===== src/rtl/pkt_chan_pkg.sv =====
// Shared definitions for the packet channel: state encoding and default widths.
// Latency: n/a (package only).
// Backpressure: n/a (package only).
package pkt_chan_pkg;

  localparam int DATA_W_DEFAULT = 8;
  localparam int LEN_W_DEFAULT  = 4;

  // Encoding is shared with the downstream channel FSM; keep values fixed.
  typedef enum logic [1:0] {
    STATE_IDLE = 2'b00,
    STATE_HEAD = 2'b01,
    STATE_DATA = 2'b10,
    STATE_TAIL = 2'b11
  } state_e;

endpackage


===== src/rtl/pkt_out_reg.sv =====
// Output holding register for one framed beat (valid/head/tail/data).
// Latency: 1 cycle from load_i to valid_o.
// Backpressure: contents held while valid_o & ~accept_i; accept without load clears the beat.
//
// Ports:
//   clk, reset          clock, async active-high reset
//   load_i              capture ld_head_i/ld_tail_i/ld_data_i and set valid
//   ld_head_i/ld_tail_i beat markers for the word being loaded
//   ld_data_i           payload word being loaded
//   accept_i            downstream ready
//   valid_o/head_o/tail_o/data_o  registered beat
module pkt_out_reg #(
  parameter int DATA_W = pkt_chan_pkg::DATA_W_DEFAULT
) (
  input  logic              clk,
  input  logic              reset,
  input  logic              load_i,
  input  logic              ld_head_i,
  input  logic              ld_tail_i,
  input  logic [DATA_W-1:0] ld_data_i,
  input  logic              accept_i,
  output logic              valid_o,
  output logic              head_o,
  output logic              tail_o,
  output logic [DATA_W-1:0] data_o
);

  logic              valid_q;
  logic              head_q;
  logic              tail_q;
  logic [DATA_W-1:0] data_q;

  always_ff @(posedge clk or posedge reset) begin
    if (reset) begin
      valid_q <= 1'b0;
      head_q  <= 1'b0;
      tail_q  <= 1'b0;
      data_q  <= '0;
    end else if (load_i) begin
      valid_q <= 1'b1;
      head_q  <= ld_head_i;
      tail_q  <= ld_tail_i;
      data_q  <= ld_data_i;
    end else if (valid_q && accept_i) begin
      // Data is left as-is; only the qualifiers drop.
      valid_q <= 1'b0;
      head_q  <= 1'b0;
      tail_q  <= 1'b0;
    end
  end

  assign valid_o = valid_q;
  assign head_o  = head_q;
  assign tail_o  = tail_q;
  assign data_o  = data_q;

endmodule


===== src/rtl/pkt_framer.sv =====
// Packet framer: takes a length request, pulls that many source words, emits head/data/tail beats.
// Latency: request to first valid beat 2 cycles; 1 word/cycle steady state.
// Backpressure: valid/ready output, beat held while stalled; source is stalled through src_ready.
//
// Ports:
//   clk, reset                       clock, async active-high reset
//   req_valid/req_len/req_ready      packet request (length in words)
//   src_valid/src_data/src_ready     payload source stream
//   valid/head/tail/data/out_ready   framed output stream
//   len_err                          one-cycle pulse when a zero-length request is dropped
//   pkt_count                        accepted-tail counter, present only with PKT_FRAMER_STATS_EN
module pkt_framer
  import pkt_chan_pkg::*;
#(
  parameter int DATA_W = DATA_W_DEFAULT,
  parameter int LEN_W  = LEN_W_DEFAULT
) (
  input  logic              clk,
  input  logic              reset,
  input  logic              req_valid,
  input  logic [LEN_W-1:0]  req_len,
  output logic              req_ready,
  input  logic              src_valid,
  input  logic [DATA_W-1:0] src_data,
  output logic              src_ready,
  output logic              valid,
  output logic              head,
  output logic              tail,
  output logic [DATA_W-1:0] data,
  input  logic              out_ready,
  output logic              len_err
`ifdef PKT_FRAMER_STATS_EN
  ,
  output logic [15:0]       pkt_count
`endif
);

  state_e             state_q, state_d;
  logic [LEN_W-1:0]   rem_q, rem_d;
  logic               len_err_q, len_err_d;
  logic               src_fire;
  logic               last_word;

  assign last_word = (rem_q == LEN_W'(1));
  assign src_fire  = src_valid && src_ready;

  always_ff @(posedge clk or posedge reset) begin
    if (reset) begin
      state_q   <= STATE_IDLE;
      rem_q     <= '0;
      len_err_q <= 1'b0;
    end else begin
      state_q   <= state_d;
      rem_q     <= rem_d;
      len_err_q <= len_err_d;
    end
  end

  always_comb begin
    state_d   = state_q;
    rem_d     = rem_q;
    len_err_d = 1'b0;
    req_ready = (state_q == STATE_IDLE);
    // Only HEAD/DATA pull words: in TAIL the counter is already zero and the
    // tail beat is still draining, so no further word may be consumed.
    src_ready = ((state_q == STATE_HEAD) || (state_q == STATE_DATA)) &&
                (!valid || out_ready);

    unique case (state_q)
      STATE_IDLE: begin
        if (req_valid) begin
          if (req_len == '0) begin
            len_err_d = 1'b1;
          end else begin
            rem_d   = req_len;
            state_d = STATE_HEAD;
          end
        end
      end
      STATE_HEAD, STATE_DATA: begin
        if (src_fire) begin
          rem_d   = rem_q - LEN_W'(1);
          state_d = last_word ? STATE_TAIL : STATE_DATA;
        end
      end
      STATE_TAIL: begin
        if (valid && out_ready) begin
          state_d = STATE_IDLE;
        end
      end
      default: state_d = STATE_IDLE;
    endcase
  end

  pkt_out_reg #(
    .DATA_W (DATA_W)
  ) u_out_reg (
    .clk       (clk),
    .reset     (reset),
    .load_i    (src_fire),
    .ld_head_i (state_q == STATE_HEAD),
    .ld_tail_i (last_word),
    .ld_data_i (src_data),
    .accept_i  (out_ready),
    .valid_o   (valid),
    .head_o    (head),
    .tail_o    (tail),
    .data_o    (data)
  );

  assign len_err = len_err_q;

`ifdef PKT_FRAMER_STATS_EN
  logic [15:0] pkt_count_q;

  always_ff @(posedge clk or posedge reset) begin
    if (reset) begin
      pkt_count_q <= '0;
    end else if (valid && tail && out_ready) begin
      pkt_count_q <= pkt_count_q + 16'd1;
    end
  end

  assign pkt_count = pkt_count_q;
`endif

endmodule


===== config.mk =====
export PLATFORM = sky130hd
export DESIGN_NAME = pkt_framer
export DESIGN_NICKNAME = d
export VERILOG_FILES = /design/src/rtl/pkt_chan_pkg.sv /design/src/rtl/pkt_out_reg.sv /design/src/rtl/pkt_framer.sv
export SDC_FILE = /design/constraint.sdc
export NUM_CORES = 1
export LEC_CHECK = 0
export BUFFER_PORTS_ARGS = -buffer_cell sky130_fd_sc_hd__buf_2
export CORE_MARGIN = 2
export CORE_UTILIZATION = 52
export DETAILED_ROUTE_END_ITERATION = 8
export PLACE_DENSITY = 0.89
export SLEW_MARGIN = 10
export SYNTH_ARGS = -nofsm -noshare
export SYNTH_HDL_FRONTEND = slang
export SYNTH_SLANG_ARGS = --single-unit

===== constraint.sdc =====
create_clock -name clk -period 2.6 [get_ports clk]
set_clock_uncertainty 0.15 [all_clocks]
set_input_delay 0.26 -clock clk [delete_from_list [all_inputs] [get_ports clk]]
set_output_delay 0.26 -clock clk [all_outputs]
set_load 0.02 [all_outputs]

After elaboration in Yosys (flattened, before gate mapping)
Index checks and enable logic that the tools add are counted.
W data, S select, Z words.
{"block": "word_totals", "word_cells": 46, "out_inout_bits": 14, "input_bits": 17, "regBits": 18}
{"block": "classes", "muxes": 17, "n_reduce_logical": 13, "addsub": 1, "n_eq_ne": 8}
{"operator": "$mux W4", "n": 3}
{"operator": "$mux W1", "n": 8}
{"operator": "$mux W2", "n": 4}
{"operator": "$ne A2 B2 Y1 const B", "n": 4}
{"operator": "$pmux W4 S2", "n": 1}
{"operator": "$reduce_and A4 Y1", "n": 2}
{"operator": "$pmux W2 S3", "n": 1}
{"operator": "$eq A2 B2 Y1 const B", "n": 2}
{"operator": "$eq A4 B1 Y1 const B", "n": 1}
{"operator": "$logic_not A4 Y1", "n": 1}
{"operator": "$reduce_bool A2 Y1", "n": 2}
{"operator": "$sub A4 B1 Y4 const B", "n": 1}
{"operator": "$logic_and A1 B1 Y1", "n": 3}
{"operator": "$eq A2 B1 Y1 const B", "n": 1}
{"operator": "$logic_not A2 Y1", "n": 1}
{"operator": "$logic_or A1 B1 Y1", "n": 2}
{"operator": "$reduce_or A2 Y1", "n": 1}
{"operator": "$logic_not A1 Y1", "n": 1}

Logic depth before layout (Yosys ltp)
{"block": "logic_depth", "depth_word": 6, "depth_mapped": 6, "mapped_depth_nobuf": 6}

Cells and area by module
Synthesis repeated with hierarchy kept, for this count alone.
{"block": "unflattened", "hier_cells": 85, "area_unflattened_um2": 1002.2}
{"mod": "pkt_framer", "n_inst": 1, "area_each_um2": 546.8, "cells_each": 57, "seq_area_each_um2": 175.2}
{"mod": "pkt_out_reg", "n_inst": 1, "area_each_um2": 455.4, "cells_each": 28, "seq_area_each_um2": 275.3}

Worst setup path after synthesis
Ideal clock, no wire load.
{"block": "synth_path", "path_kind": "register to register", "from": "register state_q[0]", "to": "register rem_q[3]", "setup_time_ps": 121, "stages_incl_launch_ff": 7, "t_arrival_ps": 1375, "period_less_slack_ps": 1647, "path_slack_ps": 953, "path_buffers": 0, "required_ps": 2329, "cell_sequence": "dfrtp_1 inv_1 ha_1 inv_1 nand2_1 a21o_4 o22a_1"}
{"block": "synth_via", "elab_chain_cells": 6, "elab_cells_between_ends": 13, "cone_classes": "5 x eq/ne; 1 x mux; 7 x reduce/logical"}
{"item": "from (decl)", "line": "pkt_framer.sv:38", "rtl": "state_e state_q, state_d;"}
{"item": "from (signal assigned)", "line": "pkt_framer.sv:53", "rtl": "state_q <= state_d;"}
{"item": "$eq A2 B1 Y1 / $eq A2 B2 Y1 (equally long branches)", "line": "pkt_framer.sv:66, pkt_framer.sv:69"}
{"item": "$logic_or A1 B1 Y1", "line": "pkt_framer.sv:66", "rtl": "src_ready = ((state_q == STATE_HEAD) || (state_q == STATE_DATA)) &&"}
{"item": "$logic_and A1 B1 Y1", "line": "pkt_framer.sv:66"}
{"item": "$logic_and A1 B1 Y1", "line": "pkt_framer.sv:45", "rtl": "assign src_fire = src_valid && src_ready;"}
{"item": "$ne A2 B2 Y1 (no source line)"}
{"item": "$reduce_and A4 Y1 (no source line)"}
{"item": "to (signal assigned)", "line": "pkt_framer.sv:54", "rtl": "rem_q <= rem_d;"}
{"item": "to (decl)", "line": "pkt_framer.sv:39", "rtl": "logic [LEN_W-1:0] rem_q, rem_d;"}
Several ways; a longest one is shown, not always the timed one.
A chain may end at the register's enable or synchronous reset.

Worst setup path after layout
{"block": "layout_path", "from": "register state_q[0]", "to": "output port src_ready"}
{"block": "layout_via", "elab_chain_cells": 3, "elab_cells_between_ends": 4, "cone_classes": "2 x eq/ne; 2 x reduce/logical"}
{"item": "$eq A2 B1 Y1 / $eq A2 B2 Y1 (equally long branches)", "line": "pkt_framer.sv:66"}
{"item": "$logic_or A1 B1 Y1 (*)", "line": "pkt_framer.sv:66"}
{"item": "$logic_and A1 B1 Y1 (*)", "line": "pkt_framer.sv:66"}
{"item": "to (decl)", "line": "pkt_framer.sv:25", "rtl": "output logic src_ready,"}
Mark *: on every way between the ends. The rest lies on a longest branch, timed or not.

==> metrics.md <==
| Metric | Value |
|---|---|
| Mapped Area | `between 900 and 1000 µm²` |
| Count leader, synth | `nand2_1` |
| GPL Wtd Cong | `0.825` |
| Part of the Yosys area used for sequential elements | `48.2%` |
| Worst reg-to-reg path cell count | `5` |
| # rows | `15` |
| Latest clock arrival within the worst-skew pair | `290 ps` |
| Slew headroom | `54.7%` |
| Min-Delay Path Depth | `3` |
| Buf+Inv Stages, Crit Path | `2` |
| Clock sinks | `18` |
| CTS tree | `done` |
| Reg-to-reg endpoint | `rem_q[3]` |
| Cell area power density | `1260 nW/µm²` |
| Fin util | `67.5%` |
| Fmax | `0.496 GHz` |
| Share of cells above drive strength 1 | `28.9%` |
| Number of flops mapped to enable cells by yosys | `0` |
| WS Path Type | `flop to primary output` |
| Wirelength, routed | `2.04 mm` |
| Top cells by area, synth | `dfrtp_1, nand2_1, ha_1` |
| Syn_area_per_cell | `9.25 µm²` |
| Area Overhead vs Synth | `23.4%` |
| Hpwl dp | `1.45 mm` |
| Final Power | `1.45 mW` |
| Starting DRT DRC Count | `20` |
| Vias | `approximately 800` |
| Share of the synthesized area in the top cell type | `between 40 and 50%` |
| Fin crit share | `77.6%` |
| Crit path required time | `2190 ps` |
| Status | `finished, violations left` |
| Ys flop type | `dfrtp_1` |
| I/O Pins | `31` |
| Critical Path Max Stage Delay | `500 ps` |
| Antenna Cells | `0` |
| Via/cell ratio | `5.08` |
| Setup TNS | `0 ps` |
| Syn. warnings | `0` |
| RR Startpoint | `state_q[0]` |
| Total Routing Usage GR | `about 22%` |
| Routed Antenna Nets | `0` |
| First-pass GRT wire length | `3.31 mm` |
| Post-cts sizing count | `0` |
| Vias in the first global route | `~750` |
| Mapped Cells | `101` |
| RSZ-0062 raised after global routing | `no` |
| Largest area contributor in the netlist | `dfrtp_1` |
| HP Class | `input port to flop` |
| Hold worst-path end | `u_out_reg.data_o[1]` |
| Core area | `1710 µm²` |
| Hold slack | `-1.32 ps` |
| MaxCap Viol Count | `0` |
| Synthesized flop and latch total | `18` |
| Syn nets | `between 100 and 150` |
| Actual slew at the worst max-slew pin | `678 ps` |
| Startpoint Class | `flop` |
| Post-synth top cells | `nand2_1, dfrtp_1, inv_1` |
| Die area | `between 2000 and 2500 µm²` |
| Hold Fails Final Rpt | `1` |
| Critical path's slowest cell | `ha_1` |
| Total gr overflow | `0` |
| Arr. time, crit path | `1610 ps` |
| Asr flop ratio synth | `100%` |
| Drt drc | `0` |
| TritonCTS Buffers | `3` |
| Starting Density | `54.7%` |
| H-tree levels | `1` |
| Period minus WS final | `2020 ps` |
| Leakage Power | `0.624 nW` |
| Crit Path Max Fanout | `14` |
| Flop2flop setup slack | `630 ps` |
| Longest Clk Path Bufs | `2` |
| Wirelength per Cell | `12.8 µm` |
| VDD IR max | `0.783 mV` |
| Nets | `around 160` |
| First drt pass iteration count | `4` |
| Critical path cell sequence | `inv_1, ha_1, and2_1, buf_2` |
| Clock Tree Root | `clkbuf_4` |
| Final setup vio count | `0` |
| CP delay by family, top | `adder cells` |
| Largest net degree at the start of global routing | `19` |
| Slew Limit Fails | `0` |
| Violated checks | `hold timing` |
| Die Height | `~46 µm` |
| Synth cell types | `31` |
| Hold_sp | `src_data[1]` |
| Worst-path clk slew | `100 ps` |
| Die width | `46.4 µm` |
| Crit. End Element | `primary output` |
| Initial antenna violation count | `0` |
| PortBufs | `30` |
[how the worst max path moves through the flow]
stage | slack [ps] | from | endpoint | depth (start not counted)
global placement | 740 | state_q[0] | rem_q[3] | 5
CTS | 590 | state_q[0] | src_ready | 4
detailed placement | 660 | state_q[0] | rem_q[3] | 5
floorplan | 950 | state_q[0] | rem_q[3] | 6
global route | 490 | state_q[0] | src_ready | 4
finish | 580 | state_q[0] | src_ready | 4
[final cells by class]
| cell class | count | area, µm² |
|---|---|---|
| Clock buffer | 3 | 22.5 |
| Fill cell | 138 | 554 |
| Inverter | 7 | 26.3 |
| Multi-Input combinational cell | 73 | 435 |
| Sequential cell | 18 | 450 |
| Tap cell | 25 | 31.3 |
| Timing Repair Buffer | 34 | 188 |
[metal layers]
metal / wire (µm) / part of all wire, % / track usage [%]
met5: 0 / 0 / 0
met3: 68 / 3.3 / 4.71
met2: 1060 / 52 / 35.6
met1: 888 / 44 / 29.4
met4: 19 / 0.93 / 9.14
[registers in the layout, indices dropped and copies added (netlist names)]
signal,count
state_q,2
len_err,1
rem_q,4
u_out_reg.valid_o,1
u_out_reg.tail_o,1
u_out_reg.head_o,1
u_out_reg.data_o,8
[power by group]
group / total [mW] / switching, mW / leakage, nW / internal, mW
registers: 0.479 / 0.0751 / 0.224 / 0.404
logic: 0.830 / 0.507 / 0.386 / 0.324
clock network: 0.141 / 0.0872 / 0.0138 / 0.0540
[repair_timing]
action,in CTS,in global routing
hold endpoints to repair,20,0
hold buffers,3,0
setup endpoints to repair,0,0
setup buffers,0,0
[per-stage QoR]
step / instances / cell area, µm² / setup slack [ps]
after floorplan: 101 / 935 / 953
after global placement: 154 / 1100 / 744
after detailed placement: 154 / 1100 / 658
after CTS: 160 / 1150 / 586
after global routing: 160 / 1150 / 490
final: 160 / 1150 / 583
[placed cells by master, fill, tap and decap left out, types with 2 or more instances in the layout]
cell type	instances
nand2_1	34
buf_2	30
dfrtp_1	18
inv_1	7
ha_1	5
nand3_1	4
a21oi_1	3
o21ai_0	3
clkbuf_4	3
dlygate4sd3_1	3
nand2b_1	2
o22a_1	2
[cell families after synthesis]
logic type,Yosys count,synth area share (%)
compound gates,18,14.6
fa+ha+maj,5,6.69
buf+inv,10,5.22
flops,18,48.2
mux,1,1.07
simple gates,49,24.2
[worst min-delay path: stages]
cell	delay (ps)
buf_2	80
nand2_1	40
nand2_1	40
Power figures use the tool's default switching activity.
